<file path="src/rtl/div_ctrl_pkg.sv">
// rtl/div_ctrl_pkg.sv - shared encodings for the divider controller
// Contents: divider start/ready levels, zero word, controller state encoding.
package div_ctrl_pkg;

  localparam logic        DivStart          = 1'b1;
  localparam logic        DivStop           = 1'b0;
  localparam logic        DivResultReady    = 1'b1;
  localparam logic        DivResultNotReady = 1'b0;
  localparam logic [31:0] ZeroWord          = 32'h0000_0000;

  typedef enum logic [1:0] {
    DivCtrlIdle = 2'b00,
    DivCtrlBusy = 2'b01,
    DivCtrlDone = 2'b10
  } div_ctrl_state_e;

endpackage

</file>
<file path="src/rtl/div_ctrl.sv">
// rtl/div_ctrl.sv - EX-stage controller for the iterative 32-bit divider
// Ports:
//   clk, rst                 clock, synchronous active-high reset
//   div_req_i, signed_i      EX instruction is DIV/DIVU, 1 = signed
//   op1_i, op2_i             dividend / divisor from EX operand muxes
//   flush_i, ex_adv_i        pipeline kill / EX advances to MEM
//   div_start_o, div_annul_o divider start level / cancel
//   div_signed_o, div_op*_o  divider sign select and operands
//   div_result_i, div_ready_i divider {remainder, quotient} and ready
//   stall_req_o              stall request to the pipeline controller
//   result_valid_o, hi_o, lo_o captured remainder / quotient
module div_ctrl
  import div_ctrl_pkg::*;
#(
  parameter bit ZDIV_BYPASS = 1'b1
) (
  input  logic        clk,
  input  logic        rst,
  input  logic        div_req_i,
  input  logic        signed_i,
  input  logic [31:0] op1_i,
  input  logic [31:0] op2_i,
  input  logic        flush_i,
  input  logic        ex_adv_i,
  output logic        div_start_o,
  output logic        div_annul_o,
  output logic        div_signed_o,
  output logic [31:0] div_op1_o,
  output logic [31:0] div_op2_o,
  input  logic [63:0] div_result_i,
  input  logic        div_ready_i,
  output logic        stall_req_o,
  output logic        result_valid_o,
  output logic [31:0] hi_o,
  output logic [31:0] lo_o
);

  div_ctrl_state_e state_q;
  logic [31:0]     op1_q;
  logic [31:0]     op2_q;
  logic            signed_q;
  logic [31:0]     hi_q;
  logic [31:0]     lo_q;
  logic            valid_q;

  logic            accept;
  logic            zdiv_hit;
  logic            issue;

  // A request is taken in IDLE unless the same cycle is being flushed.
  assign accept   = (state_q == DivCtrlIdle) && div_req_i && !flush_i;
  assign zdiv_hit = ZDIV_BYPASS && (op2_i == ZeroWord);
  assign issue    = accept && !zdiv_hit;

  always_ff @(posedge clk) begin
    if (rst) begin
      state_q  <= DivCtrlIdle;
      op1_q    <= ZeroWord;
      op2_q    <= ZeroWord;
      signed_q <= 1'b0;
      hi_q     <= ZeroWord;
      lo_q     <= ZeroWord;
      valid_q  <= 1'b0;
    end else begin
      case (state_q)
        DivCtrlIdle: begin
          if (accept) begin
            op1_q    <= op1_i;
            op2_q    <= op2_i;
            signed_q <= signed_i;
            if (zdiv_hit) begin
              // Zero divisor is answered locally; the divider never starts.
              hi_q    <= ZeroWord;
              lo_q    <= ZeroWord;
              valid_q <= 1'b1;
              state_q <= DivCtrlDone;
            end else begin
              state_q <= DivCtrlBusy;
            end
          end
        end
        DivCtrlBusy: begin
          // Flush wins over a coincident ready: the result belongs to a killed instruction.
          if (flush_i) begin
            state_q <= DivCtrlIdle;
          end else if (div_ready_i == DivResultReady) begin
            hi_q    <= div_result_i[63:32];
            lo_q    <= div_result_i[31:0];
            valid_q <= 1'b1;
            state_q <= DivCtrlDone;
          end
        end
        DivCtrlDone: begin
          if (ex_adv_i || flush_i) begin
            valid_q <= 1'b0;
            state_q <= DivCtrlIdle;
          end
        end
        default: begin
          state_q <= DivCtrlIdle;
          valid_q <= 1'b0;
        end
      endcase
    end
  end

  // Operands come straight from EX only on the issue cycle; afterwards the
  // latched copies are driven because the divider re-reads the sign bits late.
  always_comb begin
    div_start_o  = DivStop;
    div_annul_o  = 1'b0;
    div_signed_o = 1'b0;
    div_op1_o    = ZeroWord;
    div_op2_o    = ZeroWord;
    stall_req_o  = 1'b0;
    case (state_q)
      DivCtrlIdle: begin
        stall_req_o = accept;
        if (issue) begin
          div_start_o  = DivStart;
          div_signed_o = signed_i;
          div_op1_o    = op1_i;
          div_op2_o    = op2_i;
        end
      end
      DivCtrlBusy: begin
        stall_req_o  = 1'b1;
        div_start_o  = flush_i ? DivStop : DivStart;
        div_annul_o  = flush_i;
        div_signed_o = signed_q;
        div_op1_o    = op1_q;
        div_op2_o    = op2_q;
      end
      DivCtrlDone: begin
        div_signed_o = signed_q;
        div_op1_o    = op1_q;
        div_op2_o    = op2_q;
      end
      default: begin
        stall_req_o = 1'b0;
      end
    endcase
  end

  assign result_valid_o = valid_q;
  assign hi_o           = hi_q;
  assign lo_o           = lo_q;

endmodule
</file>
<file path="config.mk">
export PLATFORM = sky130hd
export DESIGN_NAME = div_ctrl
export DESIGN_NICKNAME = d
export VERILOG_FILES = /design/src/rtl/div_ctrl_pkg.sv /design/src/rtl/div_ctrl.sv
export SDC_FILE = /design/constraint.sdc
export NUM_CORES = 1
export LEC_CHECK = 0
export BUFFER_PORTS_ARGS = -buffer_cell sky130_fd_sc_hd__buf_2
export CAP_MARGIN = 10
export CORE_MARGIN = 4
export CORE_UTILIZATION = 54
export CTS_CLUSTER_SIZE = 16
export DETAILED_ROUTE_END_ITERATION = 7
export GPL_ROUTABILITY_DRIVEN = 0
export PLACE_DENSITY = 0.86
export RECOVER_POWER = 100
export SLEW_MARGIN = 40
export SYNTH_ARGS = -nofsm -noshare
export SYNTH_HDL_FRONTEND = slang
export SYNTH_SLANG_ARGS = --single-unit
</file>
<file path="constraint.sdc">
create_clock -name clk -period 4.2 [get_ports clk]
set_input_delay 0.84 -clock clk [delete_from_list [all_inputs] [get_ports clk]]
set_output_delay 0.84 -clock clk [all_outputs]
set_load 0.01 [all_outputs]
</file>
==> results.cfg <==
[run_status]
status = complete, but fails checks
violations = max-capacitance violations, max-slew violations

[synth]
synth_ff_type = dfxtp_1
ys_seq_area_share_pct = 35.4
yosysMostFrequentCell = nand2_1
syn_nets = 1096
async_flop_share_pct = 0
synth_top_cells_by_area = dfxtp_1 (35%), nand2_1 (13%), a21oi_1 (8.8%)
synth-edff-count = 0
ys_types = 37
ys_seq_elements = 132
yosysTopAreaCellShare_pct = 35.4
syn_area_per_cell_sq_um = 7.80
yosysWarnings = 0
synth_common_cells = nand2_1 (260), dfxtp_1 (132), a21oi_1 (131)
syn_inst = 957
yosys.area.top_type = dfxtp_1
synth_area_sq_mm = 0.00747

[timing]
setup_viol = 0
post-route-min-period_ns = 3.50
skew_ns = 0.0105
fin_ws_ns = 0.698
slew_viol_final = 109
fmax_mhz = 286
final_hold_viol_count = 0
finalCritPeriodShare_pct = 83.4
max_slew_margin_pct = -63.3
rsz0062_at_grt = no
worstMarginPinSlew_ns = 2.45
hold_ws_ns = 0.453
finalSetupTns_ns = 0

[finish]
layout.nets = 1298
seqCellArea_sq_mm = 0.00264
antenna_cells = 0
nFillCells = 1183
layout-drive-gt1-share_pct = 16.6
multi_input_area_sq_mm = 0.00431
syn2layout_area_growth_pct = 22.6

[global_routing]
grt_overflow = 0
grt_max_degree = 101
antenna_found_initial = 1
grt_pass1_wl_mm = 36.0
grt_pass1_vias = 7344
grt_use_total_pct = 27.1

[clocking]
clock_path_buffers = 2
ctsResizeCount = 0
path_clk_slew_ns = 0.06
postCtsSetupBuffers = 0
hold_buffers = 0
root_buffer = clkbuf_16
cts_buffers = 17
cts_sinks = 132
clock_latency_ns = 0.42
cts_tree = yes
htreeDepth = 4

[place]
dpl.hpwl_mm = 14.5
dp_slack_ns = 1.04
port_buffers = 267

[setup_path]
critical-path-top-delay-family = buffers and inverters
start_kind = flop
worstReg2RegStart = state_q[1]
path_class = flop to flop
critPathMaxFanout = 64
path_buf_inv = 2
rrSetupSlack_ns = 0.70
crit_start = state_q[1]
critical_path_required_ns = 4.45
path_cells = inv_1 > ha_2 > nor2b_4 > a2111oi_4 > clkbuf_2 > mux2i_1 > o221ai_1
end_kind = flop
max_stage_delay_ns = 1.59
worst-endpoint-arrival_ns = 3.76
cp_slowest_cell = clkbuf_2

[hold_path]
min_path_type = flop to flop
hp-start = op2_q[10]

[detailed_routing]
vias = 7894
wl_per_cell_um = 16.5
viasPerCell = 5.86
first_pass_iters = 5
ant_nets = 0
drt_wl_total_mm = 22.2
initialDrtViolationCount = 734
drc = 0

[floorplan]
core-area_sq_mm = 0.0134
placementRows = 42
start_util_pct = 55.7
dieArea_sq_mm = 0.0158
die_y_um = 126
boundaryPins = 268
die_width_um = 126

[run]
maxCapViolations = 2

[power]
p_leak_nw = 3.22
ir_drop_v = 0.000296
power_density_mw_per_mm2 = 513
[cells by family (layout without fill, tap and decap cells)]
kind of cell,count (synthesis),in the layout,share of synthesized area (%)
simple gates,351,351,20.9
mux,64,64,8.58
fa+ha+maj,4,4,0.670
buf+inv,104,319,7.12
compound gates,302,302,27.3
flops,132,132,35.4
[where the power goes]
| group | total [W] | internal [W] | leakage (nW) | switching (W) |
|---|---|---|---|---|
| clock network | 0.00155 | 0.000988 | 0.288 | 0.000562 |
| logic | 0.00166 | 0.000618 | 1.87 | 0.00104 |
| registers | 0.00149 | 0.00140 | 1.07 | 0.0000918 |
[registers in the layout, indices dropped and copies added, names as in the netlist]
signal	flops
op1_q	32
lo_o	32
signed_q	1
state_q	2
op2_q	32
hi_o	32
result_valid_o	1
[placed cells by master, fill, tap and decap left out, types with 4 or more instances in the layout]
cell type	netlist	routed
nand2_1	260	260
buf_2	22	138
dfxtp_1	132	132
a21oi_1	131	131
clkbuf_1	68	129
and2_1	66	65
mux2i_1	64	64
o211ai_1	64	64
o221ai_1	64	64
o21bai_1	33	33
clkbuf_16	0	17
buf_4	0	9
nor4_1	8	8
clkinvlp_4	0	5
buf_12	7	5
clkinv_2	0	4
bufinv_16	0	4
[per-layer routing]
layer  part of all wire (%)  global-route usage (%)  routed length (um)
met4                    3.0                    11.8                 670
met3                    9.1                    7.25                2020
met5                  0.054                       0                  12
met1                     40                    35.0                8950
met2                     48                    42.5               10600
[final cells by class]
class / count / share of cell area [%]
clock inverter: 14 / 2.04
tap: 176 / 2.40
multi-input combinational: 721 / 47.0
inverter: 5 / 0.205
timing repair buffer: 282 / 14.8
sequential: 132 / 28.9
clock buffer: 18 / 4.69
[path summary, 6_finish.rpt]
kind / endpoint / depth (start not counted)
worst min-delay path: op2_q[10] / 2
worst max-delay path: lo_o[25] / 7
worst max register to register: lo_o[25] / 7
worst min register to register: op2_q[10] / 2
[per-stage QoR]
stage               utilization, %  power (W)  instances  area (sq um)
floorplan                        -    0.00275        957          7470
global placement              65.0    0.00316       1315          8710
detailed placement            65.0    0.00318       1315          8710
CTS                           69.6    0.00474       1347          9330
global route                  68.3    0.00495       1348          9160
finish                        68.3    0.00470       1348          9160
[tightest hold or removal path, stage by stage (launching register included)]
cell,delay [ns]
dfxtp_1,0.31
nand2_1,0.05
a21oi_1,0.05
(Power assumes the default switching activity.)
